**config.mk**
```make
export PLATFORM = sky130hd
export DESIGN_NAME = uart_stack_pattern
export DESIGN_NICKNAME = d
export VERILOG_FILES = /design/src/rtl/uart_pkg.sv /design/src/rtl/uart_stack_pattern.sv
export SDC_FILE = /design/constraint.sdc
export NUM_CORES = 1
export LEC_CHECK = 0
export CORE_AREA = 8 8 45 47
export DETAILED_ROUTE_END_ITERATION = 8
export DIE_AREA = 0 0 53 55
export GPL_ROUTABILITY_DRIVEN = 0
export PLACE_DENSITY = 0.39
export SYNTH_ARGS = -nofsm -noshare
export SYNTH_HDL_FRONTEND = slang
export SYNTH_SLANG_ARGS = --single-unit
```
**constraint.sdc**
```tcl
create_clock -name vclk -period 3
set_input_delay 0.45 -clock vclk [all_inputs]
set_output_delay 0.45 -clock vclk [all_outputs]
set_load 0.005 [all_outputs]
```
**src/rtl/uart_pkg.sv**
```systemverilog
// Shared definitions for the UART stack checker: FSM encoding, default constants
// and small helpers used by the top and the pattern generator.
package uart_pkg;

    typedef enum logic [2:0] {
        ST_IDLE    = 3'd0,
        ST_SEND    = 3'd1,
        ST_TX_WAIT = 3'd2,
        ST_RECV    = 3'd3,
        ST_DONE    = 3'd4
    } state_e;

    localparam logic [7:0]  DEFAULT_SEED           = 8'h41;
    localparam int unsigned DEFAULT_TIMEOUT_CYCLES = 2000000;

    localparam int unsigned     ERR_W   = 8;
    localparam logic [ERR_W-1:0] ERR_MAX = '1;

    // Error counter increment that sticks at its maximum instead of wrapping.
    function automatic logic [ERR_W-1:0] sat_inc(input logic [ERR_W-1:0] v);
        return (v == ERR_MAX) ? v : v + ERR_W'(1);
    endfunction

    // Counter width for a modulus n; never below one bit so degenerate parameters still elaborate.
    function automatic int unsigned cnt_width(input int unsigned n);
        return (n > 1) ? $clog2(n) : 1;
    endfunction

endpackage

```
**src/rtl/uart_stack_pattern.sv**
```systemverilog
// Expected-word generator: ascending from SEED when transmitting,
// descending from the last transmitted word when checking the LIFO echo.
module uart_stack_pattern
    import uart_pkg::*;
#(
    parameter int unsigned             PAYLOAD_BITS = 8,
    parameter int unsigned             STACK_DEPTH  = 64,
    parameter logic [PAYLOAD_BITS-1:0] SEED         = PAYLOAD_BITS'(DEFAULT_SEED),
    parameter int unsigned             IDX_W        = cnt_width(STACK_DEPTH)
) (
    input  logic [IDX_W-1:0]        idx_i,
    input  logic                    rx_dir_i,
    output logic [PAYLOAD_BITS-1:0] word_c
);

    localparam logic [PAYLOAD_BITS-1:0] LAST_WORD = SEED + PAYLOAD_BITS'(STACK_DEPTH - 1);

    logic [PAYLOAD_BITS-1:0] idx_ext;

    // All arithmetic wraps naturally at the payload width.
    always_comb begin
        idx_ext = PAYLOAD_BITS'(idx_i);
        word_c  = rx_dir_i ? (LAST_WORD - idx_ext) : (SEED + idx_ext);
    end

endmodule

```
== Word level (Yosys, flattened, before mapping) ==
Index checks and enable logic that the tools add are counted.

* Register bits after elaboration: 0
* Input bits: 7
* Output and inout port bits: 8
* Word-level logic and storage cells: 3

* Add/sub/neg operators: 2
* Multiplexer cells: 1

{| class="wikitable"
|+ Operators with widths
! kind !! number
|-
| $add 7x6->8 const A || 1
|-
| $mux 8 || 1
|-
| $sub 8x6->8 const A || 1
|}

== Logic depth before layout (Yosys ltp) ==
Gate-level depths: netlist (run 1).

* Depth in word-level cells: 2
* Mapped depth: 6
* Gate-level depth less buffers: 6

== Least setup slack after synthesis (run 1) ==
OpenSTA, ideal clock, no wires.

* Path kind: in2out
* Start point: input port idx_i[1]
* End point: output port word_c[5]
* Arrival: 1.300 ns
* Data required time: 2.550 ns
* Setup slack: 1.250 ns
* Cell stages on the path: 4
* Cell sequence: or4_1 a21oi_1 nor2_1 xor2_1

* Longest elaborated chain between the ends: 2
* Elaborated cells on any way between the ends: 3
* Classes of those cells: add/sub: 2; mux: 1

{| class="wikitable"
|+ Ends and longest elaborated chain
! item !! line !! text
|-
| from (decl) || uart_stack_pattern.sv:11 || <nowiki>input logic [IDX_W-1:0] idx_i,</nowiki>
|-
| $sub 8x6->8 or $add 7x6->8 (tied branches) || uart_stack_pattern.sv:23 || <nowiki>word_c = rx_dir_i ? (LAST_WORD - idx_ext) : (SEED + idx_ext);</nowiki>
|-
| $mux 8 (*) || uart_stack_pattern.sv:23 ||
|-
| to (decl) || uart_stack_pattern.sv:13 || <nowiki>output logic [PAYLOAD_BITS-1:0] word_c</nowiki>
|}

Mark *: on every way between the ends. The rest lies on a longest branch, timed or not.

== Worst setup path in the final report (run 1) ==
Ends and elaborated chain as after synthesis.

==> results by group, run 1 <==
Status
  • Status: completed

Floorplanning
  • Die H: 55 um
  • Initial Util: 0.142
  • Full die area: 0.00292 sq mm
  • I/O pins: 15
  • Core footprint: 0.00138 sq mm
  • Die X: 53 um
  • # rows: 14

Yosys
  • Share of the synthesized area in the top cell type: 0.134
  • Post-Synth XOR/XNOR Area: 0.223
  • Synth cell types: 16
  • Sequential share of the synthesized area: 0
  • Synthesized Nets: 38
  • Post-Syn Area: 196 sq um
  • Synth Area per Inst: 6.77 sq um
  • Post-synthesis compound-gate area fraction: 0.204
  • Post-synthesis mux area share: 0.0510
  • Post-Synth Adder-Cell Area: 0.127
  • YS warnings: 0
  • Combinational family with the most area after synthesis: simple AND/OR/NAND/NOR gates
  • Post-synthesis simple-gate area fraction: 0.293
  • Most frequent cells after synthesis: 4 x a21oi_1, 4 x inv_1, 3 x nor2_1, 3 x xor2_1
  • Synth top area cells: xor2_1 13%, ha_1 13%, a21oi_1 10%, xnor2_1 8.9%, and3_2 7.6%
  • Synth area leader: xor2_1
  • Syn Inst Count: 29

Global routing
  • Pin count of the biggest net entering global routing: 7
  • Initial antenna violation count: 0
  • Grt total ovfl: 0
  • GRT Util Overall: 0.0463
  • Vias in the first global route: 264
  • First-pass GRT wire length: 1.12 mm

Timing
  • RSZ-0062 raised after global routing: no
  • Clock period minus worst slack: 2.78 ns
  • Relative slew margins: 0.721
  • Final setup viols: 0
  • Final Hold Vio Count: 0
  • Slew Viols, Final: 0
  • Measured slew at the worst slew-check pin: 0.412 ns
  • Fmax achieved: 0.360 GHz
  • Period utilization: 0.927
  • Setup WS post-layout: 0.219 ns
  • Setup_tns: 0 ns

Power and ir drop
  • Max VDD drop: 0.0000404 V
  • PwrDens: 150 mW/mm^2
  • Pleak: 0.167 nW

Layout
  • Layout cell share with drive strength beyond 1: 0.109
  • Register Area: 0 sq um
  • P&R area growth vs syn: 95.5%
  • Diodes inserted: 0
  • Non-filler cells, final: 62
  • Final core occ: 0.278
  • Multi-input logic area: 176 sq um
  • Number of fill cells: 162
  • Clock buffers: 0
  • Number of flip-flops and latches: 0
  • Final nets: 57

Worst setup path
  • Worst EP required: 2.55 ns
  • Arrival @ worst endpoint: 2.33 ns
  • CP Buf/Inv Count: 2
  • Crit. End Element: output pin
  • Slowest stage delay, CP: 0.54 ns
  • Critical path class: in -> out
  • Crit-path cells: clkdlybuf4s50_1, or4_1, a21oi_1, nor2_1, xor2_1, clkdlybuf4s50_1
  • CP max FO: 5
  • CP startpoint kind: input port
  • Slowest stage cell, crit path: or4_1
  • CP delay by family, top: buffers and inverters
  • WP depth: 6
  • Most used cell along the critical path: clkdlybuf4s50_1

Min path
  • Hold depth: 3
  • Worst min path class: in -> out

Place
  • DP HPWL: 583 um
  • Port Buf Inserts: 15
  • Placed instance count: 62
  • Post-placement setup slack: 0.204 ns

Detailed routing
  • Routed Antenna Nets: 0
  • Drt first pass iters: 4
  • Vias per cell: 4.16
  • Vias: 258
  • Drt drc: 0
  • 1st-iter DRT viols: 5
  • Routed length per placed instance: 10.9 um
  • Routed wire length: 674 um

Clocking
  • Total setup buffers inserted after CTS: 0
  • Post-CTS Resized: 0
  • CTS Hold Buffers Added: 0

Flow run
  • Max Cap Viol: 0
## through the flow
stage | area [sq um] | hold slack (ns) | power (mW)
after detailed placement | 384 | 1.93 | 0.0584
after global placement | 384 | 1.93 | 0.0584
after CTS | 384 | 1.94 | 0.0588
after global routing | 384 | 1.96 | 0.0635
after floorplan | 196 | 0.955 | 0.0199
final | 384 | 1.93 | 0.0576
## cell type report
cell class                      count  area share
Inverter                            4      0.0391
Multi-Input combinational cell     24       0.459
Tap cell                           16      0.0521
Timing Repair Buffer               18       0.450
## cell families after synthesis
kind of cell	count (synthesis)
buffers and inverters	5
AO/OA/AOI/OAI	7
XOR/XNOR	5
adder cells (fa/ha/maj)	2
multiplexers	1
AND/OR/NAND/NOR	9
## path summary, 6_finish.rpt
path                      from         to
worst max-delay path  idx_i[1]  word_c[5]
worst min-delay path  idx_i[5]  word_c[5]
## cell usage in the layout (no fill, tap or decap), types with 2 or more instances in the layout
| cell type | netlist | routed |
|---|---|---|
| xor2_1 | 3 | 3 |
| inv_1 | 4 | 4 |
| clkdlybuf4s50_1 | 0 | 15 |
| nor2_1 | 3 | 3 |
| buf_4 | 0 | 3 |
| a21oi_1 | 4 | 4 |
| xnor2_1 | 2 | 2 |
| and3_2 | 2 | 2 |
| ha_1 | 2 | 2 |
## power by group
group          leakage (nW)  internal, mW  switching (mW)
sequential                0             0               0
combinational         0.167        0.0362          0.0214
clock                     0             0               0
## routing by layer
| metal | GRT usage | up-vias | part of all wire |
|---|---|---|---|
| li1 | - | 138 | - |
| met1 | 0.0573 | 112 | 0.46 |
| met2 | 0.0859 | 8 | 0.46 |
| met3 | 0.00802 | 0 | 0.076 |
| met4 | 0 | 0 | 0 |
| met5 | 0 | - | 0 |
No activity file was read; power rests on OpenSTA's default activity.
==> run 2, diff against run 1 <==
--- a/config.mk
+++ b/config.mk
@@ -5,9 +5,9 @@
 export SDC_FILE = /design/constraint.sdc
 export NUM_CORES = 1
 export LEC_CHECK = 0
-export CORE_AREA = 8 8 45 47
+export CORE_AREA = 2 2 39 41
 export DETAILED_ROUTE_END_ITERATION = 8
-export DIE_AREA = 0 0 53 55
+export DIE_AREA = 0 0 41 43
 export GPL_ROUTABILITY_DRIVEN = 0
 export PLACE_DENSITY = 0.39
 export SYNTH_ARGS = -nofsm -noshare
==> run 2 against run 1 <==
Cell area unchanged. Combinational power decreased by 1%. Setup slack improved by 0.023 ns. Largest cell class unchanged. Critical path depth unchanged. Highest routed layer unchanged. Wire length decreased by 17%. Sequential share of layout area unchanged. Worst hold slack got worse by 0.015 ns. Largest power group unchanged. Die area decreased by 40%. Critical path type unchanged. Maximum frequency increased by 0.83%. Total power decreased by 1.3%. Global-route usage increased by 1.4 points. Clock-buffer cell count unchanged.
==> results by group, run 2 (synthesis results as in run 1) <==
Detailed routing
  • Routed wire length: 557 um (-17%)
  • Vias: 254 (-1.6%)
  • Drt first pass iters: 2 (-2)
  • Vias per cell: 4.10 (-1.6%)
  • Routed Antenna Nets: 0 (unchanged)
  • 1st-iter DRT viols: 4 (-1)
  • Drt drc: 0 (unchanged)
  • Routed length per placed instance: 8.98 um (-17%)

Floorplanning
  • Full die area: 0.00176 sq mm (-40%)
  • # rows: 14 (unchanged)
  • Die X: 41 um (-23%)
  • Die H: 43 um (-22%)
  • I/O pins: 15 (unchanged)
  • Initial Util: 0.142 (unchanged)
  • Core footprint: 0.00138 sq mm (unchanged)

Layout
  • Final Instance Area: 384 sq um (unchanged)
  • Most common cell after layout, fill and taps aside: clkdlybuf4s50_1
  • P&R area growth vs syn: 95.5% (unchanged)
  • Commonest non-fill, non-tap cells in the layout: 15 x clkdlybuf4s50_1, 4 x inv_1, 4 x a21oi_1
  • Final nets: 57 (unchanged)
  • Register Area: 0 sq um (unchanged)
  • Final core occ: 0.278 (unchanged)
  • Layout cell share with drive strength beyond 1: 0.109 (unchanged)
  • Number of flip-flops and latches: 0 (unchanged)
  • Diodes inserted: 0 (unchanged)
  • Clock buffers: 0 (unchanged)

Clocking
  • CTS Hold Buffers Added: 0 (unchanged)
  • Post-CTS Resized: 0 (unchanged)
  • Total setup buffers inserted after CTS: 0 (unchanged)

Timing
  • Relative slew margins: 0.714 (-0.00766)
  • Clock period minus worst slack: 2.76 ns (-0.0229 ns)
  • Slew Viols, Final: 0 (unchanged)
  • Final Hold Vio Count: 0 (unchanged)
  • Final setup viols: 0 (unchanged)
  • Setup_tns: 0 ns (unchanged)
  • Period utilization: 0.919 (-0.00763)
  • Measured slew at the worst slew-check pin: 0.424 ns (+0.0113 ns)
  • RSZ-0062 raised after global routing: no
  • Fmax achieved: 0.363 GHz (+0.83%)

Worst setup path
  • Crit-path cells: clkdlybuf4s50_1, or4_1, a21oi_1, nor2_1, xor2_1, clkdlybuf4s50_1
  • CP max FO: 5 (unchanged)
  • CP Launch Point: idx_i[1]
  • Critical path class: in -> out
  • Slowest stage cell, crit path: or4_1
  • Arrival @ worst endpoint: 2.31 ns (-0.02 ns)
  • Crit. End Element: output pin
  • CP startpoint kind: input port
  • Slowest stage delay, CP: 0.54 ns (about the same)
  • Worst EP required: 2.55 ns (about the same)
  • Most used cell along the critical path: clkdlybuf4s50_1

Power and ir drop
  • Final Power: 0.0569 mW (-1.3%)
  • Max VDD drop: 0.0000485 V (+20%)
  • PwrDens: 148 mW/mm^2 (-1.3%)
  • Pleak: 0.167 nW (unchanged)

Global routing
  • Vias in the first global route: 206 (-22%)
  • Initial antenna violation count: 0 (unchanged)
  • First-pass GRT wire length: 814 um (-27%)
  • Grt total ovfl: 0 (unchanged)
  • GRT Util Overall: 0.0599 (+0.0136)
  • Pin count of the biggest net entering global routing: 7 (unchanged)

Place
  • Port Buf Inserts: 15 (unchanged)
  • Placement Cell Area: 384 sq um (unchanged)
  • DP HPWL: 486 um (-17%)

Status
  • Status: completed

Flow run
  • Max Cap Viol: 0 (unchanged)

Min path
  • Hold_sp: idx_i[5]
  • Worst min path class: in -> out
-- run 2: cell counts in the layout (fill, tap and decap cells not counted) --
No cell type changed its count.
-- run 2: critical path: cells and delay by family --
kind	cells	cell delay, ns
AOI/OAI and AO/OA	1	0.16
xor gates and xnor gates	1	0.12
buffers and inverters	2	0.98
and+or+nand+nor	2	0.61
-- run 2: stage by stage --
stage	std cells	hold WS [ns]	setup slack (ns)
4_1_cts	62	1.92	0.233
5_1_grt	62	1.95	0.128
3_5_place_dp	62	1.92	0.237
2_1_floorplan	29	0.955	1.25
6_report	62	1.91	0.242
3_3_place_gp	62	1.92	0.239
-- run 2: area by class of cell --
| cell class | instances | area [sq um] |
|---|---|---|
| Fill cell | 155 | 1000 |
| Multi-Input combinational cell | 24 | 176 |
| Timing Repair Buffer | 18 | 173 |
| Tap cell | 16 | 20.0 |
| Inverter | 4 | 15.0 |
-- run 2: power breakdown --
group	total, mW	switching [mW]	internal (mW)
sequential	0	0	0
clock	0	0	0
combinational	0.0569	0.0206	0.0362
-- run 2: final timing paths --
| check | cells past startpoint | endpoint | slack [ns] |
|---|---|---|---|
| hold / removal | 3 | word_c[5] | 1.91 |
| setup / recovery | 6 | word_c[5] | 0.24 |
-- run 2: metal layers --
| layer | up-vias | GRT usage | wire length [um] |
|---|---|---|---|
| li1 | 136 | - | - |
| met1 | 110 | 0.0854 | 239 |
| met2 | 8 | 0.100 | 271 |
| met3 | 0 | 0.00524 | 46 |
| met4 | 0 | 0 | 0 |
| met5 | - | 0 | 0 |
==> run 3, diff against run 2 <==
--- a/config.mk
+++ b/config.mk
@@ -10,6 +10,7 @@
 export DIE_AREA = 0 0 41 43
 export GPL_ROUTABILITY_DRIVEN = 0
 export PLACE_DENSITY = 0.39
+export SKIP_LAST_GASP = 1
 export SYNTH_ARGS = -nofsm -noshare
 export SYNTH_HDL_FRONTEND = slang
 export SYNTH_SLANG_ARGS = --single-unit
==> results of run 3 <==
The final DEF is identical to that of run 2; final timing and power are the same.
